===== config.mk =====
export PLATFORM = sky130hd
export DESIGN_NAME = control_unit
export DESIGN_NICKNAME = d
export VERILOG_FILES = /design/src/rtl/control_unit.sv
export SDC_FILE = /design/constraint.sdc
export NUM_CORES = 1
export LEC_CHECK = 0
export BUFFER_PORTS_ARGS = -buffer_cell sky130_fd_sc_hd__buf_2
export CAP_MARGIN = 10
export CELL_PAD_IN_SITES_DETAIL_PLACEMENT = 0
export CELL_PAD_IN_SITES_GLOBAL_PLACEMENT = 1
export CORE_UTILIZATION = 27
export DETAILED_ROUTE_END_ITERATION = 8
export PLACE_DENSITY = 0.73
export SLEW_MARGIN = 20
export SYNTH_ARGS = -nofsm -noshare
export SYNTH_HDL_FRONTEND = slang
export SYNTH_SLANG_ARGS = --single-unit

===== constraint.sdc =====
create_clock -name clk -period 1.45 [get_ports clk]
set_input_delay 0.145 -clock clk [delete_from_list [all_inputs] [get_ports clk]]
set_output_delay 0.145 -clock clk [all_outputs]
set_load 0.01 [all_outputs]

===== src/rtl/control_unit.sv =====
// K&S processor control FSM: fetch, decode, one execute cycle.
// Define KS_BOV_SIGNED_EN to make I_BOV/I_BNOV test signed_overflow.
package k_and_s_pkg;
  typedef enum logic [3:0] {
    I_NOP    = 4'd0,
    I_LOAD   = 4'd1,
    I_STORE  = 4'd2,
    I_MOVE   = 4'd3,
    I_ADD    = 4'd4,
    I_SUB    = 4'd5,
    I_AND    = 4'd6,
    I_OR     = 4'd7,
    I_BRANCH = 4'd8,
    I_BZERO  = 4'd9,
    I_BNZERO = 4'd10,
    I_BNEG   = 4'd11,
    I_BNNEG  = 4'd12,
    I_BOV    = 4'd13,
    I_BNOV   = 4'd14,
    I_HALT   = 4'd15
  } decoded_instruction_type;
endpackage

module control_unit
  import k_and_s_pkg::*;
(
  input  logic                    clk,
  input  logic                    rst_n,
  input  decoded_instruction_type decoded_instruction,
  input  logic                    zero_op,
  input  logic                    neg_op,
  input  logic                    unsigned_overflow,
  input  logic                    signed_overflow,
  output logic                    branch,
  output logic                    pc_enable,
  output logic                    ir_enable,
  output logic                    addr_sel,
  output logic                    c_sel,
  output logic [1:0]              operation,
  output logic                    write_reg_enable,
  output logic                    flags_reg_enable,
  output logic                    ram_write_enable,
  output logic                    halt
);

  typedef enum logic [2:0] {
    S_FETCH  = 3'd0,
    S_DECODE = 3'd1,
    S_LOAD   = 3'd2,
    S_STORE  = 3'd3,
    S_ALU    = 3'd4,
    S_BRANCH = 3'd5,
    S_HALT   = 3'd6
  } state_t;

  state_t r_state;
  state_t w_next;
  logic   w_ovf;
  logic   w_unused;

`ifdef KS_BOV_SIGNED_EN
  assign w_ovf    = signed_overflow;
  assign w_unused = unsigned_overflow;
`else
  assign w_ovf    = unsigned_overflow;
  assign w_unused = signed_overflow;
`endif

  always_ff @(posedge clk) begin
    if (!rst_n) r_state <= S_FETCH;
    else        r_state <= w_next;
  end

  always_comb begin
    w_next           = S_FETCH;
    branch           = 1'b0;
    pc_enable        = 1'b0;
    ir_enable        = 1'b0;
    addr_sel         = 1'b0;
    c_sel            = 1'b0;
    operation        = 2'b00;
    write_reg_enable = 1'b0;
    flags_reg_enable = 1'b0;
    ram_write_enable = 1'b0;
    halt             = 1'b0;
    unique case (r_state)
      S_FETCH: begin
        addr_sel  = 1'b1;
        ir_enable = 1'b1;
        w_next    = S_DECODE;
      end
      S_DECODE: begin
        pc_enable = 1'b1;
        case (decoded_instruction)
          I_LOAD:   w_next = S_LOAD;
          I_STORE:  w_next = S_STORE;
          I_MOVE,
          I_ADD,
          I_SUB,
          I_AND,
          I_OR:     w_next = S_ALU;
          I_BRANCH: w_next = S_BRANCH;
          I_BZERO:  w_next = zero_op  ? S_BRANCH : S_FETCH;
          I_BNZERO: w_next = !zero_op ? S_BRANCH : S_FETCH;
          I_BNEG:   w_next = neg_op   ? S_BRANCH : S_FETCH;
          I_BNNEG:  w_next = !neg_op  ? S_BRANCH : S_FETCH;
          I_BOV:    w_next = w_ovf    ? S_BRANCH : S_FETCH;
          I_BNOV:   w_next = !w_ovf   ? S_BRANCH : S_FETCH;
          I_HALT:   w_next = S_HALT;
          default:  w_next = S_FETCH;
        endcase
      end
      S_LOAD: begin
        c_sel            = 1'b1;
        write_reg_enable = 1'b1;
      end
      S_STORE: begin
        ram_write_enable = 1'b1;
      end
      S_ALU: begin
        write_reg_enable = 1'b1;
        flags_reg_enable = 1'b1;
        case (decoded_instruction)
          I_AND:   operation = 2'b01;
          I_OR:    operation = 2'b10;
          I_SUB:   operation = 2'b11;
          // MOVE is a|a and must not disturb the flags
          I_MOVE: begin
            operation        = 2'b10;
            flags_reg_enable = 1'b0;
          end
          default: operation = 2'b00;
        endcase
      end
      S_BRANCH: begin
        pc_enable = 1'b1;
        branch    = 1'b1;
      end
      S_HALT: begin
        halt   = 1'b1;
        w_next = S_HALT;
      end
      default: w_next = S_FETCH;
    endcase
    if (!rst_n) begin
      branch           = 1'b0;
      pc_enable        = 1'b0;
      ir_enable        = 1'b0;
      addr_sel         = 1'b0;
      c_sel            = 1'b0;
      operation        = 2'b00;
      write_reg_enable = 1'b0;
      flags_reg_enable = 1'b0;
      ram_write_enable = 1'b0;
      halt             = 1'b0;
    end
  end

endmodule


==> flow_summary.yaml <==
cts:
  cts_buffers: 3
  ctsHtreeMaxLevel: 1
  cts_tree: "done"
  ctsLongestPathBuffers: 2
  cts-root-buf: "clkbuf_4"
  clk_latency_ns: 0.23
  clk_pin_slew_ns: 0.04
  clock-sinks: 3
pwr:
  p_comb_frac: 0.338
  power.share.switching: 0.322
  vdd.ir_drop.worst_uv: 298
  cellInternalPower_uw: 251
  p_per_area_mw_per_mm2: 743
  pwr-share-seq: 0.277
  switchingPower_uw: 119
  clock_power_share: 0.385
  leakage_nw: 0.227
sta:
  slew_headroom: 0.760
  period_share: 0.968
  finalHoldViolCount: 0
  fmax_mhz: 713
  drv_slew: 0
  finClkSkew_ns: 0.00421
  setup_viol: 0
  rsz0062_at_grt: "true"
  fin_setup_tns_ns: 0
  tightest_slew_ns: 0.356
  period_needed_ns: 1.40
outcome:
  status: "complete, no violations"
worst_hold_path:
  worstHoldPathType: "in -> reg"
run:
  maxCapViolCount: 0
detailed_routing:
  route.detailed.drc: 0
  drtIter0Drc: 16
  vias_per_cell: 4.71
  routedWlPerCell_microns: 10.0
  dr.pass1.iters: 4
  vias: 396
  wl_microns: 844
  antenna_left: 0
synthesis:
  synth_cell_types: 28
  synth-seq-cells: 3
  synth_compound_area_frac: 0.221
  synthMuxAreaShare: 0.0705
  yosys.area.top_type_share: 0.161
  synth_area_leader_cell: "dfxtp_1"
  synth_simple_gate_area_frac: 0.406
  synthAdderAreaFrac: 0
  yosys-top-cells-area: "dfxtp_1 16%, nor2_1 7.0%, nand2b_1 6.7%"
  yosys_warnings: 0
  synthXorXnorAreaFrac: 0.0235
  netlist_area_sq_um: 373
  netlist_instances: 50
  yosysSeqAreaShare: 0.161
  syn_nets: 60
  avgSynthCellArea_sq_um: 7.46
  synth_top_family_by_area: "simple AND/OR/NAND/NOR gates"
layout:
  final_area_sq_um: 498
  nets: 80
  stdcell_count: 84
  drive_above_1_share: 0.507
  n_antenna_cell: 0
  areaGrowthSynthToFinish_pct: 33.6
  largest_register: "r_state"
  final_util: 0.388
  largest_reg_flops: 3
  largestRegisters: "r_state x3"
grt:
  grt_pass1_wl_microns: 1230
  grt_pass1_vias: 268
  antenna_found_initial: 0
  grt_overflow_total: 0
  gr-usage-all-layers: 0.114
  grt_max_degree: 12
setup_path:
  required_ns: 1.31
  crit_buf_inv: 1
  critPathLaunchType: "register"
  slowest_delay_ns: 0.41
  worstPathCellList: "nand2_2 > or3_4 > a21oi_2 > buf_2"
  cp-end-kind: "output port"
  worst_path_max_delay_cell: "or3_4"
  path_class: "reg -> out"
  arrival_ns: 1.26
  cp_max_fo: 4
  crit_family: "simple AND/OR/NAND/NOR gates"
die:
  die_h_microns: 39.2
  io_pins: 21
  core_sq_mm: 0.00128
  die_w_microns: 39.2
  initial_core_util: 0.290
  dieArea_sq_mm: 0.00153
  row_count: 13
place:
  dp_hpwl_microns: 601
  place.gp.congestion: 0.744
  dpl.cell_count: 79
  place_area_sq_um: 447
  port_buffers: 19
worst reg2reg max path, delay by kind of cell (launching register included):
kind / cells / cell delay (ns)
AO/OA/AOI/OAI: 2 / 0.25
flip-flops: 1 / 0.31
AND/OR/NAND/NOR: 2 / 0.42
placed cells by master, fill, tap and decap left out, types with 2 or more instances in the layout:
master    netlist  routed
nand2_1         4       3
dfxtp_1         3       2
nand2b_1        4       4
nor2_1          7       7
nor3_1          3       2
a21oi_2         1       2
nor3_2          2       3
buf_2           2      19
nand3_1         2       2
o21ai_1         3       3
clkbuf_4        0       3
kinds of logic after synthesis:
logic type	after synthesis
AND/OR/NAND/NOR	28
AO/OA/AOI/OAI	10
buffers and inverters	6
flip-flops	3
multiplexers	2
XOR/XNOR	1
routing by layer:
| metal | up-vias | wire length, microns | track usage |
|---|---|---|---|
| li1 | 211 | - | - |
| met1 | 178 | 421 | 0.188 |
| met2 | 7 | 403 | 0.146 |
| met3 | 0 | 19 | 0.0173 |
| met4 | 0 | 0 | 0.0259 |
| met5 | - | 0 | 0 |
area by class of cell:
cell class	count	area [sq um]
flip-flops and latches	3	61.3
repair buffers	20	103
inverters	1	3.75
multi-input cells	41	285
well taps	15	18.8
clock buffers	4	26.3
fillers	148	787
stage by stage:
stage / setup WS [ns] / power (mW) / hold WS, ns
2_1_floorplan: 0.280 / 0.194 / 0.373
3_3_place_gp: 0.185 / 0.219 / 0.535
3_5_place_dp: 0.175 / 0.219 / 0.537
4_1_cts: 0.00418 / 0.365 / 0.261
5_1_grt: -0.0167 / 0.400 / 0.328
6_report: 0.0470 / 0.370 / 0.313
power groups by stage:
stage	combinational, mW	sequential [mW]	clock (mW)
finish	0.125	0.102	0.142
global route	0.140	0.104	0.156
CTS	0.121	0.0999	0.144
detailed placement	0.119	0.100	0
global placement	0.119	0.100	0
floorplan	0.0952	0.0988	0
cells in the mapped netlist (all sizes together):
library cell	number
nand2b	4
mux2	2
o21ai	3
nand3	2
a21oi	2
xor2	1
o41ai	1
or3	1
buf	5
o22ai	1
nor2	7
nor3	5
and3	1
o21bai	1
nor2b	1
inv	1
nor3b	1
nand2	4
o211ai	1
nor4	1
nand3b	1
dfxtp	3
a211oi	1
path summary, 6_finish.rpt:
check / from / depth (start not counted) / end / slack (ns)
min: decoded_instruction[2] / 3 / r_state[0] / 0.31
min reg2reg: r_state[2] / 3 / r_state[1] / 0.61
max reg2reg: r_state[2] / 4 / r_state[2] / 0.39
max: r_state[2] / 4 / flags_reg_enable / 0.05
what timing repair did:
action,in CTS,in global routing
buffers inserted,0,1
resized for setup,2,3
setup endpoints to repair,3,5
hold buffers,0,0
pin swaps,0,4
(Power assumes the default switching activity.)
